<file path="config.mk">
export PLATFORM = sky130hd
export DESIGN_NAME = conv_layer_sequencer
export DESIGN_NICKNAME = d
export VERILOG_FILES = /design/src/rtl/conv_pkg.sv /design/src/rtl/conv_loop_nest.sv /design/src/rtl/conv_layer_sequencer.sv
export SDC_FILE = /design/constraint.sdc
export NUM_CORES = 1
export LEC_CHECK = 0
export ABC_AREA = 1
export BUFFER_PORTS_ARGS = -buffer_cell sky130_fd_sc_hd__buf_2
export CORE_MARGIN = 2
export CORE_UTILIZATION = 60
export DETAILED_ROUTE_END_ITERATION = 10
export PLACE_DENSITY = 0.78
export SETUP_SLACK_MARGIN = 0.5
export SLEW_MARGIN = 20
export SYNTH_ARGS = -nofsm -noshare
export SYNTH_HDL_FRONTEND = slang
export SYNTH_SLANG_ARGS = --single-unit
</file>
<file path="constraint.sdc">
create_clock -name clk -period 22.4 [get_ports clk]
set_input_delay 4.48 -clock clk [delete_from_list [all_inputs] [get_ports clk]]
set_output_delay 4.48 -clock clk [all_outputs]
set_load 0.03 [all_outputs]
</file>
<file path="src/rtl/conv_pkg.sv">
// conv_pkg: shared types and constants for the convolution layer sequencer.
package conv_pkg;
    localparam int ADDR_W   = 16;
    localparam int DIM_W    = 8;
    localparam int LANES    = 4;
    localparam int PIPE_LAT = 2;
    typedef enum logic [1:0] {IDLE, RUN, DRAIN, DONE} seq_state_t;
    typedef struct packed {
        logic [DIM_W-1:0]  m, r, c, n, i, j;
        logic [ADDR_W-1:0] ifm, row, chan, nb, nbr, w, wb, out;
    } nest_t;
endpackage

</file>
<file path="src/rtl/conv_loop_nest.sv">
// conv_loop_nest: m->r->c->n->i->j wrap counters with incrementally formed ifm/weight/out addresses.
module conv_loop_nest
    import conv_pkg::*;
(
    input  logic              clk,
    input  logic              rst,
    input  logic              clr_i,
    input  logic              adv_i,
    input  logic [DIM_W-1:0]  m_i,
    input  logic [DIM_W-1:0]  nw_i,
    input  logic [DIM_W-1:0]  r_i,
    input  logic [DIM_W-1:0]  c_i,
    input  logic [DIM_W-1:0]  k_i,
    input  logic [ADDR_W-1:0] w_i,
    input  logic [ADDR_W-1:0] hw_i,
    output logic              first_o,
    output logic              last_o,
    output logic              final_o,
    output logic [ADDR_W-1:0] ifm_addr_o,
    output logic [ADDR_W-1:0] w_addr_o,
    output logic [ADDR_W-1:0] out_addr_o
);
    localparam logic [ADDR_W-1:0] A1 = 1;
    localparam logic [DIM_W-1:0]  D1 = 1;
    nest_t s_q, s_d;
    logic jw, iw, nww, cw, rw, mw, ne;
    logic [ADDR_W-1:0] nbr_n, nb_n, chan_n, row_n;
    always_comb begin
        jw  = s_q.j == k_i - D1;
        iw  = s_q.i == k_i - D1;
        nww = s_q.n == nw_i - D1;
        cw  = s_q.c == c_i - D1;
        rw  = s_q.r == r_i - D1;
        mw  = s_q.m == m_i - D1;
        ne  = jw && iw && nww;
        // nb tracks the neuron's top-left ifm offset r*W+c; nbr tracks r*W
        nbr_n  = cw ? (rw ? '0 : s_q.nbr + w_i) : s_q.nbr;
        nb_n   = cw ? nbr_n : s_q.nb + A1;
        chan_n = nww ? nb_n : s_q.chan + hw_i;
        row_n  = iw ? chan_n : s_q.row + w_i;
        s_d = s_q;
        if (adv_i) begin
            s_d.j    = jw ? '0 : s_q.j + D1;
            s_d.i    = jw ? (iw ? '0 : s_q.i + D1) : s_q.i;
            s_d.n    = (jw && iw) ? (nww ? '0 : s_q.n + D1) : s_q.n;
            s_d.c    = ne ? (cw ? '0 : s_q.c + D1) : s_q.c;
            s_d.r    = (ne && cw) ? (rw ? '0 : s_q.r + D1) : s_q.r;
            s_d.m    = (ne && cw && rw) ? (mw ? '0 : s_q.m + D1) : s_q.m;
            s_d.ifm  = jw ? row_n : s_q.ifm + A1;
            s_d.row  = jw ? row_n : s_q.row;
            s_d.chan = (jw && iw) ? chan_n : s_q.chan;
            s_d.nb   = ne ? nb_n : s_q.nb;
            s_d.nbr  = ne ? nbr_n : s_q.nbr;
            // weights repeat per output channel; wb marks the current channel's block
            s_d.w    = (ne && !(cw && rw)) ? s_q.wb : s_q.w + A1;
            s_d.wb   = (ne && cw && rw) ? s_q.w + A1 : s_q.wb;
            s_d.out  = ne ? s_q.out + A1 : s_q.out;
        end
    end
    always_ff @(posedge clk or posedge rst) begin
        if (rst) s_q <= '0;
        else if (clr_i) s_q <= '0;
        else s_q <= s_d;
    end
    assign first_o    = s_q.n == '0 && s_q.i == '0 && s_q.j == '0;
    assign last_o     = ne;
    assign final_o    = ne && cw && rw && mw;
    assign ifm_addr_o = s_q.ifm;
    assign w_addr_o   = s_q.w;
    assign out_addr_o = s_q.out;
endmodule

</file>
<file path="src/rtl/conv_layer_sequencer.sv">
// conv_layer_sequencer: start/busy/done FSM, read issue gating and acc/out flag delay pipeline.
module conv_layer_sequencer
    import conv_pkg::*;
(
    input  logic              clk,
    input  logic              rst,
    input  logic              start_i,
    input  logic              pause_i,
    input  logic [DIM_W-1:0]  cfg_m_i,
    input  logic [DIM_W-1:0]  cfg_nw_i,
    input  logic [DIM_W-1:0]  cfg_r_i,
    input  logic [DIM_W-1:0]  cfg_c_i,
    input  logic [DIM_W-1:0]  cfg_k_i,
    output logic              busy_o,
    output logic              done_o,
    output logic              cfg_err_o,
    output logic              ifm_en_o,
    output logic [ADDR_W-1:0] ifm_addr_o,
    output logic              w_en_o,
    output logic [ADDR_W-1:0] w_addr_o,
    output logic              acc_clear_o,
    output logic              acc_en_o,
    output logic              out_we_o,
    output logic [ADDR_W-1:0] out_addr_o
);
    localparam logic [ADDR_W-1:0] A1 = 1;
    seq_state_t state_q, state_d;
    logic [DIM_W-1:0] m_q, nw_q, r_q, c_q, k_q;
    logic [ADDR_W-1:0] w_q, hw_q, w_d, h_d;
    logic [PIPE_LAT-1:0] pv_q, pf_q, pl_q;
    logic [ADDR_W-1:0] pa_q [PIPE_LAT];
    logic [ADDR_W-1:0] ifm_a, w_a, out_a, out_addr_q;
    logic cfg_ok, launch, issue, first, last, final_i, out_we_q, cfg_err_q;
    assign cfg_ok = |cfg_m_i && |cfg_nw_i && |cfg_r_i && |cfg_c_i && |cfg_k_i;
    assign launch = state_q == IDLE && start_i && cfg_ok;
    assign issue  = state_q == RUN && !pause_i;
    assign w_d    = ADDR_W'(cfg_c_i) + ADDR_W'(cfg_k_i) - A1;
    assign h_d    = ADDR_W'(cfg_r_i) + ADDR_W'(cfg_k_i) - A1;
    conv_loop_nest u_nest (
        .clk(clk), .rst(rst), .clr_i(launch), .adv_i(issue),
        .m_i(m_q), .nw_i(nw_q), .r_i(r_q), .c_i(c_q), .k_i(k_q),
        .w_i(w_q), .hw_i(hw_q),
        .first_o(first), .last_o(last), .final_o(final_i),
        .ifm_addr_o(ifm_a), .w_addr_o(w_a), .out_addr_o(out_a)
    );
    always_comb begin
        state_d = state_q;
        case (state_q)
            IDLE:    state_d = launch ? RUN : IDLE;
            RUN:     state_d = (issue && final_i) ? DRAIN : RUN;
            DRAIN:   state_d = (out_we_q && !(|pv_q)) ? DONE : DRAIN;
            default: state_d = IDLE;
        endcase
    end
    always_ff @(posedge clk or posedge rst) begin
        if (rst) begin
            state_q <= IDLE;
            {m_q, nw_q, r_q, c_q, k_q, w_q, hw_q} <= '0;
            {pv_q, pf_q, pl_q, out_we_q, out_addr_q, cfg_err_q} <= '0;
            for (int s = 0; s < PIPE_LAT; s++) pa_q[s] <= '0;
        end else begin
            state_q   <= state_d;
            cfg_err_q <= state_q == IDLE && start_i && !cfg_ok;
            if (launch) begin
                {m_q, nw_q, r_q, c_q, k_q} <= {cfg_m_i, cfg_nw_i, cfg_r_i, cfg_c_i, cfg_k_i};
                w_q  <= w_d;
                hw_q <= w_d * h_d;
            end
            pv_q[0] <= issue;
            pf_q[0] <= first;
            pl_q[0] <= last;
            pa_q[0] <= out_a;
            for (int s = 1; s < PIPE_LAT; s++) begin
                pv_q[s] <= pv_q[s-1];
                pf_q[s] <= pf_q[s-1];
                pl_q[s] <= pl_q[s-1];
                pa_q[s] <= pa_q[s-1];
            end
            // one cycle after the final product the accumulator holds the finished sum
            out_we_q <= pv_q[PIPE_LAT-1] && pl_q[PIPE_LAT-1];
            if (pv_q[PIPE_LAT-1] && pl_q[PIPE_LAT-1]) out_addr_q <= pa_q[PIPE_LAT-1];
        end
    end
    assign busy_o      = state_q == RUN || state_q == DRAIN;
    assign done_o      = state_q == DONE;
    assign cfg_err_o   = cfg_err_q;
    assign ifm_en_o    = issue;
    assign w_en_o      = issue;
    assign ifm_addr_o  = issue ? ifm_a : '0;
    assign w_addr_o    = issue ? w_a : '0;
    assign acc_clear_o = pv_q[PIPE_LAT-1] && pf_q[PIPE_LAT-1];
    assign acc_en_o    = pv_q[PIPE_LAT-1] && !pf_q[PIPE_LAT-1];
    assign out_we_o    = out_we_q;
    assign out_addr_o  = out_addr_q;
endmodule

</file>
==> results of run 1 <==
## where the power goes
group | leakage (nW) | switching (mW) | internal (mW)
clock network | 0.514 | 0.228 | 0.310
logic | 8.24 | 0.892 | 0.563
registers | 3.83 | 0.0177 | 0.558
total | 12.6 | 1.14 | 1.43
## placed cells by master, fill, tap and decap left out, drive strengths merged, types with 4 or more instances in the layout
cell    netlist  layout
nand2       757     757
inv         423     426
dfrtp       300     300
nor2        217     217
o21ai       186     186
nand3       167     167
ha          139     139
xor2        112     112
buf          25     105
a21oi       103     103
fa           74      74
xnor2        47      47
clkbuf       41      46
nor3         43      43
nand4        41      41
o22ai        29      29
or2          20      20
o211ai       19      19
nand3b       17      17
nor4         12      12
clkinv        3       9
o31ai         7       7
a31oi         7       7
o21a          6       6
a211oi        4       4
## through the flow
step	area (um2)	std cells	utilization, %	total power, mW
after floorplan	21600	2815	-	1.70
after global placement	22400	3315	63.2	1.97
after detailed placement	22400	3315	63.2	2.03
after CTS	23500	3372	66.1	2.58
after global routing	23500	3372	66.1	2.83
final	23500	3372	66.1	2.57
## how the worst max path moves through the flow
stage	from	to	slack, ns	depth (start not counted)
after global placement	pause_i	ifm_addr_o[11]	11.29	5
after floorplan	rst	c_q[0]	9.63	1
after detailed placement	pause_i	ifm_addr_o[5]	11.13	5
after CTS	pause_i	ifm_addr_o[7]	11.12	5
after global routing	cfg_c_i[1]	hw_q[13]	11.27	31
final	cfg_c_i[1]	hw_q[13]	11.70	31
## sequential cells by signal (all words and copies together), names as in the netlist
name / cells
k_q: 8
cfg_err_o: 1
nw_q: 8
pl_q: 2
out_addr_o: 16
u_nest.w_addr_o: 16
hw_q: 16
pv_q: 2
out_we_o: 1
m_q: 8
c_q: 8
w_q: 10
state_q: 2
r_q: 8
u_nest.s_q: 128
pa_q: 32
pf_q: 2
u_nest.out_addr_o: 16
u_nest.ifm_addr_o: 16
## final cells by class
| type | count | share of cell area (%) |
|---|---|---|
| Inverter | 426 | 6.86 |
| Clock buffer | 46 | 4.04 |
| Multi-Input combinational cell | 2023 | 51.9 |
| Timing Repair Buffer | 105 | 2.36 |
| Sequential cell | 300 | 32.0 |
| Clock inverter | 11 | 0.432 |
| Tap cell | 461 | 2.46 |
## metal layers
layer | share of wire (%) | routed length, um | vias up
met1 | 43 | 23200 | 8947
met3 | 5.6 | 3010 | 148
met4 | 4.0 | 2190 | 0
met2 | 47 | 25600 | 578
met5 | 0 | 0 | -
li1 | - | - | 9127
## worst max-delay path: cells and delay by family
family                   cells  cell delay [ns]
AO/OA/AOI/OAI                7             1.39
XOR/XNOR                     1             0.14
adder cells (fa/ha/maj)      9             3.78
buffers and inverters        9             0.68
AND/OR/NAND/NOR              5             0.53
## cells by family after synthesis
family | count (synthesis) | synth area share [%]
buffers and inverters | 492 | 8.87
AND/OR/NAND/NOR | 1279 | 25.4
XOR/XNOR | 159 | 6.52
flip-flops | 300 | 34.8
multiplexers | 1 | 0.0464
adder cells (fa/ha/maj) | 213 | 14.9
AO/OA/AOI/OAI | 371 | 9.47
==> flow_metrics.tcl, run 1 <==
set metrics [dict create \
    ys.flop_type "dfrtp_1" \
    syn_area_mm2 0.0216 \
    cts-root-buf "clkbuf_16" \
    ff_latch_area_mm2 0.00751 \
    post-synth-top-count-cell "nand2_1" \
    grt_pass1_wl_mm 90.7 \
    area_growth_pct 8.73 \
    cp-end-kind "flip-flop" \
    cts_sinks 300 \
    arrival_ns 11.04 \
    grt_max_degree 178 \
    grt_overflow 0 \
    rr_startpoint "state_q[1]" \
    synth_area_per_cell_um2 7.67 \
    syn_nets 3072 \
    grt_usage_pct 29.1 \
    first_global_vias 18500 \
    setup_ws_ns 11.70 \
    clk_pin_slew_ns 0.06 \
    hold_path_depth 0 \
    clock_path_buffers 3 \
    use_met3_pct 3.37 \
    synth.distinct_cells 53 \
    antenna_found_initial 0 \
    min_path_type "reg2reg" \
    async_flop_share_pct 100 \
    pre_cts_ws_ns 11.13 \
    slew_headroom_pct 24.2 \
    htreeDepth 2 \
    die-area_mm2 0.0375 \
    setup_viol 0 \
    final_net_count 3148 \
    cts-resized-gates 0 \
    met2_usage_pct 49.3 \
    cp_common_cell "inv_1" \
    yosysSeqAreaShare_pct 34.8 \
    hold_slack_ns 0.348 \
    core_mm2 0.0355 \
    first_pass_iters 5 \
    antenna_cells 0 \
    boundaryPins 100 \
    layout-drive-gt1-share_pct 7.73 \
    die_w_um 194 \
    cellPowerDensity_mw_per_mm2 109 \
    worst_skew_pair.late_latency_ns 0.51 \
    synth.ff_latch_count 300 \
    drt_wl_total_mm 54.0 \
    drt_iter0_markers 1413 \
    start_kind "input port" \
    hold_viol_final 0 \
    tns_ns 0 \
    peakVddDrop_mv 0.494 \
    cap_violations 0 \
    num_vias 18800 \
    rsz0062_at_grt "no" \
    initial_core_util_pct 60.8 \
    fin_worst_skew_ns 0.0227 \
    cp_slowest_cell "fa_1" \
    reg2reg_depth 11 \
    slew_viol_final 0 \
    ys_warn_count 0 \
    drcViolationCount 0 \
    ant_nets 0 \
    syn_inst 2815 \
    route.detailed.wl_per_inst_um 16.0 \
    post-route-period-util_pct 47.8 \
    yosysTopAreaCellShare_pct 34.8 \
    path_max_fanout 7 \
    multiInputGateArea_mm2 0.0122 \
    hold_start "pa_q[30]" \
    row_count 69 \
    dieHeight_um 194 \
    power.leakage_nw 12.6 \
    period_needed_ns 10.70 \
    cp.required_ns 22.74 \
    gp_congestion 0.981 \
    status "finished, final reports clean" \
    synth_commonest_cells "750 x nand2_1, 412 x inv_1, 300 x dfrtp_1, 203 x nor2_1, 167 x o21ai_0" \
    holdPathEnd "pa_q[14]" \
    via_per_inst 5.58 \
    ctsHoldBuffers 0 \
    synth_edf_count 0 \
    io_buffers 99 \
    cts-buffers-inserted 35 \
    synth.area.top_cells "dfrtp_1 35%, nand2_1 13%, ha_1 8.1%, inv_1 7.2%, fa_1 6.9%" \
    dp_hpwl_mm 40.1 \
    fill_cells 3018 \
    post-cts-setup-buffer-count 0 \
    gr-usage-met1_pct 38.3 \
    worstMarginPinSlew_ns 1.13 \
    rr_endpoint "u_nest.s_q[89]" \
    yosysTopAreaCell "dfrtp_1" \
    fmax_ghz 0.0935 \
    slowest_delay_ns 0.55 \
    rrSetupSlack_ns 18.05 \
    cts_tree "built" \
    criticalPathCategory "in2reg" \
    busiest_layer "met2" \
]
(Power assumes the default switching activity.)
==> run 2: changes to the inputs <==
--- a/config.mk
+++ b/config.mk
@@ -8,7 +8,7 @@
 export ABC_AREA = 1
 export BUFFER_PORTS_ARGS = -buffer_cell sky130_fd_sc_hd__buf_2
 export CORE_MARGIN = 2
-export CORE_UTILIZATION = 60
+export CORE_UTILIZATION = 57
 export DETAILED_ROUTE_END_ITERATION = 10
 export PLACE_DENSITY = 0.78
 export SETUP_SLACK_MARGIN = 0.5
==> constraint.sdc (replaced) <==
create_clock -name clk -period 9.8 [get_ports clk]
set_input_delay 1.96 -clock clk [delete_from_list [all_inputs] [get_ports clk]]
set_output_delay 1.96 -clock clk [all_outputs]
set_load 0.03 [all_outputs]
==> run 2 against run 1 <==
Critical path depth unchanged. Clock skew down 0.011 ns. Clock power up 140%. Total power up 130%. Register-to-register slack worse by 13 ns. Critical path type unchanged. Critical endpoint unchanged. Highest routed layer unchanged.
==> flow_metrics.tcl, run 2 (synthesis results as in run 1) <==
set metrics [dict create \
    cts_sinks 300 \
    tns_ns 0 \
    cts-resized-gates 0 \
    io_buffers 99 \
    clock_path_buffers 3 \
    first_pass_iters 7 \
    largestRegisters "u_nest.s_q: 128 flops, pa_q: 32 flops" \
    cp_slowest_cell "fa_1" \
    hold_viol_final 0 \
    ctsHoldBuffers 0 \
    largest_register_ffs 128 \
    slew_viol_final 0 \
    status "finished, final reports clean" \
    cellPowerDensity_mw_per_mm2 247 \
    criticalPathCategory "in2reg" \
    largest_register "u_nest.s_q" \
    route.detailed.wl_per_inst_um 15.9 \
    fin_worst_skew_ns 0.0118 \
    post-route-period-util_pct 81.9 \
    initial_core_util_pct 57.6 \
    rsz0062_at_grt "no" \
    grt_usage_pct 28.7 \
    arrival_ns 8.39 \
    clk_pin_slew_ns 0.06 \
    fmax_ghz 0.125 \
    drcViolationCount 0 \
    worst_skew_pair.late_latency_ns 0.53 \
    cp_common_cell "inv_1" \
    post-cts-setup-buffer-count 0 \
    gp_congestion 0.950 \
    drt_wl_total_mm 54.6 \
    antenna_found_initial 0 \
    peakVddDrop_mv 1.04 \
    grt_max_degree 157 \
    via_per_inst 5.47 \
    dp_hpwl_mm 40.7 \
    cts_tree "built" \
    power.leakage_nw 12.6 \
    cts-buffers-inserted 35 \
    die-area_mm2 0.0394 \
    htreeDepth 2 \
    grt_overflow 0 \
    dieHeight_um 199 \
    fin_util_pct 63.0 \
    cap_violations 0 \
    final_net_count 3151 \
    cp.required_ns 10.17 \
    final_cell_mix "750 x nand2_1, 411 x inv_1, 300 x dfrtp_1" \
    row_count 71 \
    ant_nets 0 \
    die_w_um 199 \
    boundaryPins 100 \
    path_max_fanout 7 \
    num_vias 18800 \
    worstMarginPinSlew_ns 1.08 \
    first_global_vias 18400 \
    fill_cells 3282 \
    cp-end-kind "flip-flop" \
    core_mm2 0.0375 \
    slowest_delay_ns 0.54 \
    slew_headroom_pct 27.5 \
    cts-root-buf "clkbuf_16" \
    area_growth_pct 9.38 \
    min_path_type "reg2reg" \
    final_common_cell "nand2_1" \
    layout-drive-gt1-share_pct 7.99 \
    setup_viol 0 \
    drt_iter0_markers 1536 \
    period_needed_ns 8.03 \
    grt_pass1_wl_mm 91.1 \
    start_kind "input port" \
    antenna_cells 0 \
]
## run 2: where the power goes
group          switching, mW  total (mW)  internal, mW
Combinational           1.98        3.25          1.27
Sequential            0.0422        1.32          1.28
Clock                  0.528        1.27         0.742
Total                   2.55        5.84          3.29
## run 2: cell type report
type / instances / area [um2] / area share, %
Timing Repair Buffer: 108 / 576 / 2.44
Clock inverter: 16 / 158 / 0.668
Tap cell: 511 / 639 / 2.71
Clock buffer: 43 / 946 / 4.01
Sequential cell: 300 / 7510 / 31.8
Multi-Input combinational cell: 2023 / 12200 / 51.6
Inverter: 426 / 1610 / 6.80
## run 2: worst max-delay path, delay by kind of cell
kind / cells / cell delay [ns]
buffers and inverters: 9 / 0.72
adders and majority gates: 9 / 3.76
and+or+nand+nor: 5 / 0.52
AOI/OAI and AO/OA: 7 / 1.32
xor gates and xnor gates: 1 / 0.13
## run 2: path summary, 6_finish.rpt
check,from,end,slack (ns),cells after the start
setup / recovery,cfg_k_i[1],hw_q[13],1.77,31
hold / removal,pa_q[18],pa_q[2],0.34,0
setup reg to reg,state_q[1],u_nest.s_q[89],5.12,11
hold reg to reg,pa_q[18],pa_q[2],0.34,0
max in group asynchronous,rst,hw_q[9],6.55,4
min in group asynchronous,rst,out_addr_o[8],1.73,3
## run 2: stage by stage
stage	power [mW]	cell area (um2)	setup WS, ns	hold slack (ns)	std cells
after floorplan	3.89	21600	1.92	0.331	2815
after global placement	4.48	22500	1.33	0.332	3368
after detailed placement	4.61	22500	1.27	0.335	3368
after CTS	5.89	23600	1.80	0.344	3427
after global routing	6.50	23600	1.18	0.349	3427
final	5.84	23600	1.77	0.343	3427
## run 2: per-layer routing
layer | track usage [%] | vias to the layer above | part of all wire (%)
met5 | 0 | - | 0
met4 | 9.98 | 0 | 3.3
met3 | 3.70 | 116 | 5.7
met2 | 49.4 | 587 | 48
met1 | 37.4 | 8934 | 43
li1 | - | 9125 | -
